## src/rtl/seq_multiplier_if.sv

```systemverilog
// Handshake and data bundle for the sequential multiplier.
// The master drives requests (start, operands, mode) and the slave returns
// status and the result.
interface seq_multiplier_if #(
   parameter int WIDTH = 8
);
   logic                 start;
   logic                 signed_mode;
   logic [WIDTH-1:0]     a;
   logic [WIDTH-1:0]     b;
   logic                 busy;
   logic                 done;
   logic [2*WIDTH-1:0]   product;

   modport master (
      output start, signed_mode, a, b,
      input  busy, done, product
   );

   modport slave (
      input  start, signed_mode, a, b,
      output busy, done, product
   );
endinterface

```

## src/rtl/seq_multiplier.sv

```systemverilog
// Radix-2 shift-add multiplier, one multiplier bit per clock.
// Signed operands are reduced to magnitudes at capture.
// The sign is re-applied to the final accumulator when the product is loaded.
// Latency is fixed at WIDTH cycles in CALC plus one DONE cycle.
module seq_multiplier #(
   parameter int WIDTH = 8
) (
   input  logic            clk,
   input  logic            rst_n,
   seq_multiplier_if.slave bus
);

   localparam int CW = (WIDTH > 1) ? $clog2(WIDTH) : 1;
   localparam logic [CW-1:0] LAST = CW'(WIDTH - 1);

   typedef enum logic [1:0] {
      IDLE = 2'd0,
      CALC = 2'd1,
      DONE = 2'd2
   } state_e;

   state_e               state_q,   state_d;
   logic [2*WIDTH-1:0]   mcand_q,   mcand_d;    // multiplicand magnitude, pre-shifted
   logic [WIDTH-1:0]     mplier_q,  mplier_d;   // multiplier magnitude, consumed LSB first
   logic [2*WIDTH-1:0]   acc_q,     acc_d;
   logic [CW-1:0]        cnt_q,     cnt_d;
   logic                 neg_q,     neg_d;      // signed mode AND operand signs differ
   logic                 busy_q,    busy_d;
   logic                 done_q,    done_d;
   logic [2*WIDTH-1:0]   product_q, product_d;

   logic [2*WIDTH-1:0]   addend;
   logic [2*WIDTH-1:0]   acc_sum;

   // Magnitude of a possibly signed operand.
   // The most negative value maps to 2^(WIDTH-1), which still fits unsigned.
   function automatic logic [WIDTH-1:0] mag(input logic [WIDTH-1:0] v, input logic sm);
      return (sm && v[WIDTH-1]) ? (~v + WIDTH'(1)) : v;
   endfunction

   // Next-state and datapath: capture in IDLE, accumulate in CALC, one-cycle DONE.
   always_comb begin
      state_d   = state_q;
      mcand_d   = mcand_q;
      mplier_d  = mplier_q;
      acc_d     = acc_q;
      cnt_d     = cnt_q;
      neg_d     = neg_q;
      busy_d    = busy_q;
      done_d    = 1'b0;
      product_d = product_q;

      addend  = mplier_q[0] ? mcand_q : '0;
      acc_sum = acc_q + addend;

      case (state_q)
         IDLE: begin
            busy_d = 1'b0;
            if (bus.start) begin
               mcand_d  = {{WIDTH{1'b0}}, mag(bus.a, bus.signed_mode)};
               mplier_d = mag(bus.b, bus.signed_mode);
               neg_d    = bus.signed_mode & (bus.a[WIDTH-1] ^ bus.b[WIDTH-1]);
               acc_d    = '0;
               cnt_d    = '0;
               busy_d   = 1'b1;
               state_d  = CALC;
            end
         end
         CALC: begin
            acc_d    = acc_sum;
            mcand_d  = mcand_q << 1;
            mplier_d = mplier_q >> 1;
            cnt_d    = cnt_q + CW'(1);
            if (cnt_q == LAST) begin
               // Last bit: the sum already contains every partial product.
               product_d = neg_q ? (~acc_sum + (2*WIDTH)'(1)) : acc_sum;
               cnt_d     = '0;
               busy_d    = 1'b0;
               done_d    = 1'b1;
               state_d   = DONE;
            end
         end
         DONE: begin
            // Start requests here are dropped, not queued.
            busy_d  = 1'b0;
            state_d = IDLE;
         end
         default: begin
            busy_d  = 1'b0;
            state_d = IDLE;
         end
      endcase
   end

   // State and registered outputs; reset clears everything including the result.
   always_ff @(posedge clk or negedge rst_n) begin
      if (!rst_n) begin
         state_q   <= IDLE;
         mcand_q   <= '0;
         mplier_q  <= '0;
         acc_q     <= '0;
         cnt_q     <= '0;
         neg_q     <= 1'b0;
         busy_q    <= 1'b0;
         done_q    <= 1'b0;
         product_q <= '0;
      end else begin
         state_q   <= state_d;
         mcand_q   <= mcand_d;
         mplier_q  <= mplier_d;
         acc_q     <= acc_d;
         cnt_q     <= cnt_d;
         neg_q     <= neg_d;
         busy_q    <= busy_d;
         done_q    <= done_d;
         product_q <= product_d;
      end
   end

   assign bus.busy    = busy_q;
   assign bus.done    = done_q;
   assign bus.product = product_q;

endmodule

```

## src/flat_wrapper.sv

```systemverilog
// flat-port wrapper written by rule: the top's interface ports become plain ports
module seq_multiplier_flat 
#(
   parameter int WIDTH = 8
)
  (clk, rst_n, bus_start, bus_signed_mode, bus_a, bus_b, bus_busy, bus_done, bus_product);
  seq_multiplier_if #(.WIDTH(WIDTH)) bus_i ();
  input  logic clk;
  input  logic rst_n;
  input wire logic [$bits(bus_i.start)-1:0] bus_start;
  input wire logic [$bits(bus_i.signed_mode)-1:0] bus_signed_mode;
  input wire logic [$bits(bus_i.a)-1:0] bus_a;
  input wire logic [$bits(bus_i.b)-1:0] bus_b;
  output wire logic [$bits(bus_i.busy)-1:0] bus_busy;
  output wire logic [$bits(bus_i.done)-1:0] bus_done;
  output wire logic [$bits(bus_i.product)-1:0] bus_product;
  assign bus_i.start = bus_start;
  assign bus_i.signed_mode = bus_signed_mode;
  assign bus_i.a = bus_a;
  assign bus_i.b = bus_b;
  assign bus_busy = bus_i.busy;
  assign bus_done = bus_i.done;
  assign bus_product = bus_i.product;
  seq_multiplier #(.WIDTH(WIDTH)) u_core (.clk(clk), .rst_n(rst_n), .bus(bus_i));
endmodule
```

## config.mk

```make
export PLATFORM = sky130hd
export DESIGN_NAME = seq_multiplier_flat
export DESIGN_NICKNAME = d
export VERILOG_FILES = /design/src/rtl/seq_multiplier_if.sv /design/src/rtl/seq_multiplier.sv /design/src/flat_wrapper.sv
export SDC_FILE = /design/constraint.sdc
export NUM_CORES = 1
export LEC_CHECK = 0
export BUFFER_PORTS_ARGS = -buffer_cell sky130_fd_sc_hd__buf_2
export CAP_MARGIN = 15
export CORE_MARGIN = 1.5
export CORE_UTILIZATION = 54
export CTS_CLUSTER_SIZE = 20
export DETAILED_ROUTE_END_ITERATION = 16
export PLACE_DENSITY_LB_ADDON = 0.1
export SYNTH_ARGS = -nofsm -noshare
export SYNTH_HDL_FRONTEND = slang
export SYNTH_SLANG_ARGS = --single-unit
```

## constraint.sdc

```tcl
create_clock -name clk -period 2.8 [get_ports clk]
set_input_delay 0.28 -clock clk [delete_from_list [all_inputs] [get_ports clk]]
set_output_delay 0.28 -clock clk [all_outputs]
set_load 0.1 [all_outputs]
```

==> results of run 1 <==
[worst max-delay path, stage by stage (launching register included)]
cell      delay (ns)
dfrtp_1         0.43
and2_4          0.18
ha_4            0.15
fa_2            0.33
a21o_1          0.20
a221oi_4        0.36
buf_4           0.19
xnor2_2         0.13
nand4b_1        0.26
o41ai_2         0.37
xnor2_1         0.16
o21ai_1         0.07
[per-stage QoR]
stage	worst slack [ns]	hold WS, ns	cells
after floorplan	-0.219	-0.0156	432
after global placement	-0.123	0.456	592
after detailed placement	-0.169	0.464	592
after CTS	-0.125	0.120	617
after global routing	-0.327	0.185	622
final	-0.154	0.0996	622
[placed cells by master, fill, tap and decap left out, types with 3 or more instances in the layout]
master	count
nand3_1	11
buf_4	53
a32oi_1	6
o22a_1	7
nor3_1	8
a22o_1	18
nand2b_1	5
xor2_1	10
buf_2	37
dfrtp_1	64
or3_1	5
inv_1	23
o21ai_0	38
nor2_1	16
a22oi_1	5
bufinv_16	3
o21ai_1	7
a21o_1	4
xnor2_2	3
nand2_1	50
ha_1	19
o31ai_1	3
o21ai_2	4
nor2b_1	7
buf_6	3
xnor2_1	16
or2_2	3
a21oi_1	20
clkbuf_8	10
and2_1	18
[final timing paths]
kind,from,to,slack [ns],cells after the start
max in group asynchronous,rst_n,u_core.mplier_q[4],2.18,2
min,rst_n,u_core.bus.product[11],0.1,2
min reg2reg,u_core.bus.product[6],u_core.bus.product[6],0.47,2
max reg2reg,u_core.mplier_q[0],u_core.bus.product[13],-0.15,11
min in group clk,bus_a[0],u_core.mcand_q[0],0.22,3
max,u_core.mplier_q[0],u_core.bus.product[13],-0.15,11
[per-layer routing]
metal | vias to the layer above | share of wire (%)
met2 | 73 | 47
met4 | 0 | 1.7
met5 | - | 0
li1 | 1726 | -
met1 | 1612 | 48
met3 | 13 | 3.3
[kinds of logic after synthesis]
group                    after synthesis  synth area share, %
AND/OR/NAND/NOR                      142                 18.3
AO/OA/AOI/OAI                        134                 23.3
flip-flops                            64                 40.3
buffers and inverters                 41                 4.66
XOR/XNOR                              29                 6.39
adder cells (fa/ha/maj)               21                 6.79
multiplexers                           1                0.252
[area by class of cell]
type	instances	area share [%]
inverters	23	1.73
clock buffers	10	2.76
flip-flops and latches	64	32.2
clock inverters	6	2.31
multi-input cells	327	46.2
well taps	99	2.49
repair buffers	93	12.4
[sequential cells by signal, summed over array words and instances (netlist names)]
register	count
u_core.acc_q	16
u_core.bus.product	16
u_core.mcand_q	16
u_core.mplier_q	8
u_core.cnt_q	3
u_core.state_q	2
u_core.bus.busy	1
u_core.bus.done	1
u_core.neg_q	1
[timing repair]
action	in CTS	in global routing
gates cloned	0	0
resized for setup	4	20
setup buffers	9	7
setup endpoints to repair	7	11
pin swaps	15	11
==> reports/qor_table.md, run 1 <==
| Result | Value | Unit |
| --- | --- | --- |
| Clock tree from TritonCTS | built | - |
| Mean instance size in the synthesized netlist | 9.21 | um^2 |
| Global-route total usage across every layer | 24.1 | % |
| Post-synthesis async set-or-reset flop share | 100 | % |
| Number of buffers on the longest clock path | 2 | - |
| Achievable clock frequency | 339 | MHz |
| Class of the tightest hold or removal check | in -> async | - |
| Main flop type after synthesis | dfrtp_1 | - |
| Total gr overflow | 0 | - |
| Via count | 3,424 | - |
| Last weighted congestion value of the routability-driven placer | 0.814 | - |
| Post-CTS clock slew at the launch and capture registers of the worst setup and hold paths | 0.08 | ns |
| Net count reported at finish | 559 | - |
| Share of layout cells above drive strength 1 | 26.6 | % |
| Number of design rule violations left after detail routing | 0 | - |
| Max-capacitance violation count | 0 | - |
| Area of the die | 7890 | um^2 |
| Wire length of the first global-routing pass | 14,500 | um |
| Via count normalized by instance count | 5.50 | - |
| Initial antenna violation count | 0 | - |
| Setup slack of the critical path after layout | -0.154 | ns |
| Outcome | complete, but fails checks | - |
| Largest net degree at the start of global routing | 65 | - |
| Seq cells post-synth | 64 | - |
| Via count of the first global-routing pass | 3,139 | - |
| Post-detail-place hpwl | 6170 | um |
| Violations in the final reports | negative setup slack | - |
| Final sum of negative setup slack | -0.706 | ns |
| Io pins | 38 | - |
| Sequential cell area fraction in the yosys report | 40.3 | % |
| YS warnings | 0 | - |
| Clock latency on the worst-skew pair | 0.36 | ns |
| Violation count after the first detailed-route iteration | 137 | - |
| Final wirelength | 8930 | um |
| Fill cell total of the finished layout | 584 | - |
| Peak-usage layer in the global routing report | met2 | - |
| Number of flops mapped to enable cells by yosys | 0 | - |
| Count of final hold-check violations | 0 | - |
| Tightest Pin Transition | 0.798 | ns |
| Die Ht | 88.8 | um |
| Avg WL per Cell | 14.4 | um |
| Critical path start-end classification | reg -> reg | - |
| First-pass iteration count of the detailed router | 5 | - |
| Area occupied by registers | 1600 | um^2 |
| Number of H-tree branching levels | 3 | - |
| Number of sinks on the clock net | 64 | - |
| Largest fanout on the critical path | 6 | - |
| Type of element capturing the critical path | flop | - |
| Fin. max-slew vios | 0 | - |
| Clock root cell | clkbuf_8 | - |
| Crit share post-route | 105 | % |
| Area growth syn-to-layout | 25.2 | % |
| Met2 capacity usage during global routing | 38.2 | % |
| Required time reported for the critical path endpoint | 3.03 | ns |
| Total CTS buffers | 9 | - |
| Most area-hungry cell type in the Yosys netlist | dfrtp_1 | - |
| Worst EP arrival | 3.19 | ns |
| Final setup fails | 8 | - |
| Share of the core filled with cells in the final layout | 69.4 | % |
| Cell with the most instances after synthesis | dfrtp_1 | - |
| RSZ-0062 raised after global routing | true | - |
| Net count after synthesis | 473 | - |
| Antenna fix cells | 0 | - |
| Global-route track usage on met1 | 33.1 | % |
| Global-route met3 utilization | 3.36 | % |
| Top cells by area, synth | dfrtp_1, ha_1, o21ai_0 | - |
| Port buffer count | 37 | - |
| Placeable core region | 7180 | um^2 |
| Most used standard cells in the synthesized netlist | dfrtp_1, nand2_1, o21ai_0 | - |
| Number of hold buffers added after cts | 0 | - |
| Worst slew margin relative to its limit | 46.8 | % |
| Critical path startpoint category | flop | - |
| Number of cells produced by synthesis | 432 | - |
| Initial standard-cell utilization of the core | 55.4 | % |
| Top cell type's share of synthesized area | 40.3 | % |
| Final ANT Viol Nets | 0 | - |
| Clock Skew | 0.0103 | ns |
| Tmin final | 2.95 | ns |
| Post-Layout Inst Area | 4980 | um^2 |
| Row Count | 31 | - |
| Die Width | 88.8 | um |
| Area taken by multi-input logic gates | 2300 | um^2 |
| Distinct cell type count of the synthesized netlist | 57 | - |
| Dpl cell area | 4540 | um^2 |
| Area of the mapped netlist | 3980 | um^2 |
Power of run 1 is left out: the tool's default activity adds up to more than one toggle a clock period on the data nets, which glitch-free logic cannot reach.
==> inputs of run 2 (changes only) <==
- REMOVE_ABC_BUFFERS: default -> 1
==> run 2 against run 1 <==
Net effect: the run still ends with negative setup slack left; fmax is 1.9% higher; sequential share of layout area is 0.90 points lower; utilization increased by 2.0 points; via count grew 4.7%; die area is the same; flip-flop and latch count unchanged; global-route usage rose by 0.69 points; highest routed layer unchanged.
==> reports/qor_table.md, run 2 (synthesis results as in run 1) <==
| Result | Value | Unit |
| --- | --- | --- |
| Outcome | complete, but fails checks | - |
| Violations in the final reports | negative setup slack | - |
| Initial standard-cell utilization of the core | 55.4 | % |
| Antenna fix cells | 0 | - |
| Post-detail-place hpwl | 6280 | um |
| Clock root cell | clkbuf_8 | - |
| Fin. max-slew vios | 0 | - |
| Placement Setup Slack | -0.151 | ns |
| Type of element capturing the critical path | flop | - |
| Port buffer count | 37 | - |
| Wire length of the first global-routing pass | 15,100 | um |
| Sum of met3 wire segment lengths after detailed routing | 367 | um |
| Class of the tightest hold or removal check | in -> reg | - |
| Last weighted congestion value of the routability-driven placer | 0.813 | - |
| Post-CTS clock slew at the launch and capture registers of the worst setup and hold paths | 0.08 | ns |
| Row Count | 31 | - |
| Placeable core region | 7180 | um^2 |
| Wire length the detailed router placed on met1 | 4550 | um |
| RSZ-0062 raised after global routing | true | - |
| Total CTS buffers | 9 | - |
| Die Ht | 88.8 | um |
| Most used cells in the layout excluding fill and tap cells | dfrtp_1, buf_4, nand2_1 | - |
| Total gr overflow | 0 | - |
| Count of final hold-check violations | 0 | - |
| Die Width | 88.8 | um |
| Tmin final | 2.90 | ns |
| Net count reported at finish | 563 | - |
| Largest fanout on the critical path | 5 | - |
| Clock tree from TritonCTS | built | - |
| Critical path start-end classification | reg -> reg | - |
| Avg WL per Cell | 15.5 | um |
| Number of design rule violations left after detail routing | 0 | - |
| Largest net degree at the start of global routing | 39 | - |
| Number of H-tree branching levels | 3 | - |
| Io pins | 38 | - |
| Violation count after the first detailed-route iteration | 225 | - |
| Worst hold margin | 0.229 | ns |
| Critical path startpoint category | flop | - |
| Via count normalized by instance count | 5.73 | - |
| Via count of the first global-routing pass | 3,290 | - |
| Clock latency on the worst-skew pair | 0.35 | ns |
| Max-capacitance violation count | 0 | - |
| Final wirelength | 9700 | um |
| First-pass iteration count of the detailed router | 5 | - |
| Final ANT Viol Nets | 0 | - |
| Initial antenna violation count | 0 | - |
| Share of layout cells above drive strength 1 | 29.0 | % |
| Via count | 3,584 | - |
| Worst slew margin relative to its limit | 50.9 | % |
| Setup slack of the critical path after layout | -0.0992 | ns |
| Total met2 wirelength after detailed routing | 4520 | um |
| Global-route total usage across every layer | 24.8 | % |
| Crit share post-route | 104 | % |
| Area growth syn-to-layout | 28.8 | % |
| Achievable clock frequency | 345 | MHz |
| Final setup fails | 5 | - |
| Number of buffers on the longest clock path | 2 | - |
| Area of the die | 7890 | um^2 |
| Number of sinks on the clock net | 64 | - |
| Tightest Pin Transition | 0.737 | ns |
| Worst EP arrival | 3.14 | ns |
| Required time reported for the critical path endpoint | 3.04 | ns |
| Most common cell after layout, fill and taps aside | dfrtp_1 | - |
| Clock Skew | 0.00993 | ns |
| Uppermost routed layer | met4 | - |
-- run 2: changes by cell type in the layout (fill, tap and decap cells not counted), moves of 2 or more --
cell / change
o21ai_0: +4
ha_1: -5
a211oi_2: +2
o21ai_2: -4
buf_4: +3
ha_4: +4
a21oi_1: -3
a211oi_1: -2
and2_1: -2
a21oi_2: +3
-- run 2: per-layer routing --
metal / up-vias / track usage [%]
li1: 1735 / -
met1: 1729 / 33.5
met2: 96 / 39.5
met3: 24 / 4.38
met4: 0 / 9.80
met5: - / 0
-- run 2: what timing repair did --
item                                   in CTS  in global routing
setup endpoints to repair                   8                 10
hold buffers                                1                  0
pin swaps                                  10                 18
endpoints found under the hold margin      26                  0
setup buffers                               6                  8
resized for setup                          21                 25
-- run 2: worst paths after layout --
kind                                       startpoint                      to  slack (ns)  cells past startpoint
worst max-delay path                u_core.mcand_q[0]  u_core.bus.product[13]        -0.1                     12
max in group asynchronous                       rst_n      u_core.mcand_q[11]        1.92                      3
worst max register to register      u_core.mcand_q[0]  u_core.bus.product[13]        -0.1                     12
min in group asynchronous                       rst_n   u_core.bus.product[0]        0.45                      3
worst min register to register  u_core.bus.product[5]   u_core.bus.product[5]        0.47                      2
worst min-delay path                         bus_a[0]       u_core.mcand_q[0]        0.23                      3
-- run 2: final cells by class --
cell class	count	area (um^2)
inverter	23	86.3
clock inverter	7	120
multi-input combinational	327	2420
fill	537	2050
sequential	64	1600
clock buffer	9	124
timing repair buffer	97	649
tap	99	124
-- run 2: critical path: stages, from the launching register on --
cell      delay, ns
dfrtp_1        0.38
and2_4         0.16
ha_4           0.16
fa_2           0.36
a21o_1         0.20
a221oi_4       0.26
buf_6          0.17
o221ai_4       0.13
a21oi_2        0.20
xnor2_2        0.13
o41ai_4        0.39
xnor2_1        0.16
o21ai_1        0.08
-- run 2: per-stage QoR --
step / setup TNS (ns) / util [%] / cell area, um^2 / std cells
after floorplan: -1.15 / - / 3880 / 414
after global placement: -1.04 / 63.1 / 4530 / 595
after detailed placement: -0.959 / 63.1 / 4530 / 595
after CTS: -0.223 / 68.7 / 4930 / 618
after global routing: -1.14 / 71.4 / 5120 / 626
final: -0.192 / 71.4 / 5120 / 626
Power of run 2 is left out for the same reason.
==> inputs of run 3 (changes only) <==
- CTS_BUF_LIST: default -> sky130_fd_sc_hd__clkbuf_16
==> run 3 against run 2 <==
Net effect: the flow still finishes with violations (negative setup slack); fmax increased by 0.78%; global-route usage increased by 0.29 points; routed wire length increased by 3.4%; count of clock-buffer cells in the layout unchanged; clock skew decreased by 0.0038 ns; flip-flop and latch count unchanged; sequential share of layout area decreased by 0.80 points; utilization increased by 1.9 points; first-iteration DRC count increased by 26%; critical endpoint unchanged; largest cell class unchanged.
==> reports/qor_table.md, run 3 (synthesis results as in run 1) <==
| Result | Value | Unit |
| --- | --- | --- |
| Area of the die | 7890 | um^2 |
| Type of element capturing the critical path | flop | - |
| Peak-usage layer in the global routing report | met2 | - |
| Number of H-tree branching levels | 3 | - |
| Critical path startpoint category | flop | - |
| Violations in the final reports | negative setup slack | - |
| Global-route track usage on met1 | 32.8 | % |
| Share of layout cells above drive strength 1 | 29.3 | % |
| Avg WL per Cell | 16.1 | um |
| Count of placed standard cells including taps | 595 | - |
| Fin. max-slew vios | 0 | - |
| Die Ht | 88.8 | um |
| Fill cell total of the finished layout | 503 | - |
| Initial standard-cell utilization of the core | 55.4 | % |
| Worst hold margin | 0.242 | ns |
| Die Width | 88.8 | um |
| Via count normalized by instance count | 5.75 | - |
| Dpl cell area | 4530 | um^2 |
| Final setup fails | 6 | - |
| Number of buffers on the longest clock path | 2 | - |
| Clock root cell | clkbuf_16 | - |
| Most common cell after layout, fill and taps aside | dfrtp_1 | - |
| Placeable core region | 7180 | um^2 |
| Outcome | complete, but fails checks | - |
| Last weighted congestion value of the routability-driven placer | 0.813 | - |
| Crit share post-route | 103 | % |
| Number of sinks on the clock net | 64 | - |
| Net count reported at finish | 561 | - |
| Tightest Pin Transition | 0.773 | ns |
| Worst slew margin relative to its limit | 48.5 | % |
| Finished Layout Cells | 624 | - |
| Post-CTS clock slew at the launch and capture registers of the worst setup and hold paths | 0.06 | ns |
| Largest fanout on the critical path | 10 | - |
| RSZ-0062 raised after global routing | true | - |
| Required time reported for the critical path endpoint | 3.02 | ns |
| Number of design rule violations left after detail routing | 0 | - |
| First-pass iteration count of the detailed router | 5 | - |
| Met2 capacity usage during global routing | 40.6 | % |
| Global-route met3 utilization | 4.29 | % |
| Final sum of negative setup slack | -0.272 | ns |
| Via count of the first global-routing pass | 3,297 | - |
| Max-capacitance violation count | 0 | - |
| Antenna fix cells | 0 | - |
| Row Count | 31 | - |
| Class of the tightest hold or removal check | in -> reg | - |
| Total gr overflow | 0 | - |
| Final ANT Viol Nets | 0 | - |
| Final wirelength | 10,000 | um |
| Port buffer count | 37 | - |
| Clock latency on the worst-skew pair | 0.33 | ns |
| Area growth syn-to-layout | 32.2 | % |
| Via count | 3,590 | - |
| Achievable clock frequency | 348 | MHz |
| Initial antenna violation count | 0 | - |
| Clock Skew | 0.00615 | ns |
| Count of final hold-check violations | 0 | - |
| Wire length of the first global-routing pass | 15,200 | um |
| Violation count after the first detailed-route iteration | 284 | - |
| Total CTS buffers | 9 | - |
| Worst EP arrival | 3.09 | ns |
| Io pins | 38 | - |
| Largest net degree at the start of global routing | 39 | - |
| Post-detail-place hpwl | 6280 | um |
| Most used cells in the layout excluding fill and tap cells | dfrtp_1, buf_4, nand2_1 | - |
| Tmin final | 2.88 | ns |
| Post-Layout Inst Area | 5260 | um^2 |
| Critical path start-end classification | reg -> reg | - |
| Global-route total usage across every layer | 25.1 | % |
| Clock tree from TritonCTS | built | - |
| Setup slack of the critical path after layout | -0.0766 | ns |
==> run 3: changes by cell type in the layout (fill, tap and decap cells not counted), moves of 2 or more <==
| cell | previous run | this run |
|---|---|---|
| a21oi_2 | 4 | 2 |
| clkbuf_16 | 0 | 9 |
| buf_4 | 56 | 54 |
| clkbuf_8 | 9 | 0 |
| a21oi_4 | 0 | 2 |
==> run 3: routing by layer <==
layer	up-vias	part of all wire, %
met4	0	3.0
met3	28	5.1
met2	128	48
met5	-	0
li1	1736	-
met1	1698	44
==> run 3: through the flow <==
step                worst slack, ns  util, %
finish                      -0.0766     73.3
global route                 -0.213     73.3
CTS                          -0.105     69.9
detailed placement           -0.151     63.1
global placement             -0.171     63.1
floorplan                    -0.249        -
==> run 3: final timing paths <==
path	startpoint	slack [ns]	cells past startpoint	endpoint
worst max-delay path	u_core.mplier_q[0]	-0.08	13	u_core.bus.product[13]
worst min-delay path	bus_a[0]	0.24	3	u_core.mcand_q[0]
worst max register to register	u_core.mplier_q[0]	-0.08	13	u_core.bus.product[13]
worst min register to register	u_core.bus.product[5]	0.47	2	u_core.bus.product[5]
max in group asynchronous	rst_n	1.91	3	u_core.mplier_q[5]
min in group asynchronous	rst_n	0.48	3	u_core.bus.product[2]
==> run 3: timing repair <==
action | in CTS | in global routing
resized for setup | 19 | 34
setup buffers | 5 | 7
pin swaps | 10 | 23
hold endpoints to repair | 26 | 0
hold buffers | 1 | 0
setup endpoints to repair | 8 | 11
==> run 3: area by class of cell <==
cell class / count / area, um^2 / area share [%]
Timing Repair Buffer: 95 / 634 / 12.1
Clock buffer: 9 / 225 / 4.28
Tap cell: 99 / 124 / 2.36
Sequential cell: 64 / 1600 / 30.5
Inverter: 23 / 86.3 / 1.64
Multi-Input combinational cell: 327 / 2470 / 46.9
Clock inverter: 7 / 120 / 2.28
==> run 3: worst max-delay path: stages (launching register included) <==
cell	delay (ns)
dfrtp_1	0.38
buf_4	0.15
buf_4	0.16
and2_4	0.17
ha_4	0.28
buf_4	0.14
nand2_1	0.08
o21a_1	0.24
o221ai_4	0.27
a21oi_4	0.11
xnor2_4	0.17
o41ai_4	0.36
xnor2_1	0.16
o21ai_1	0.08
Power of run 3 is left out for the same reason.
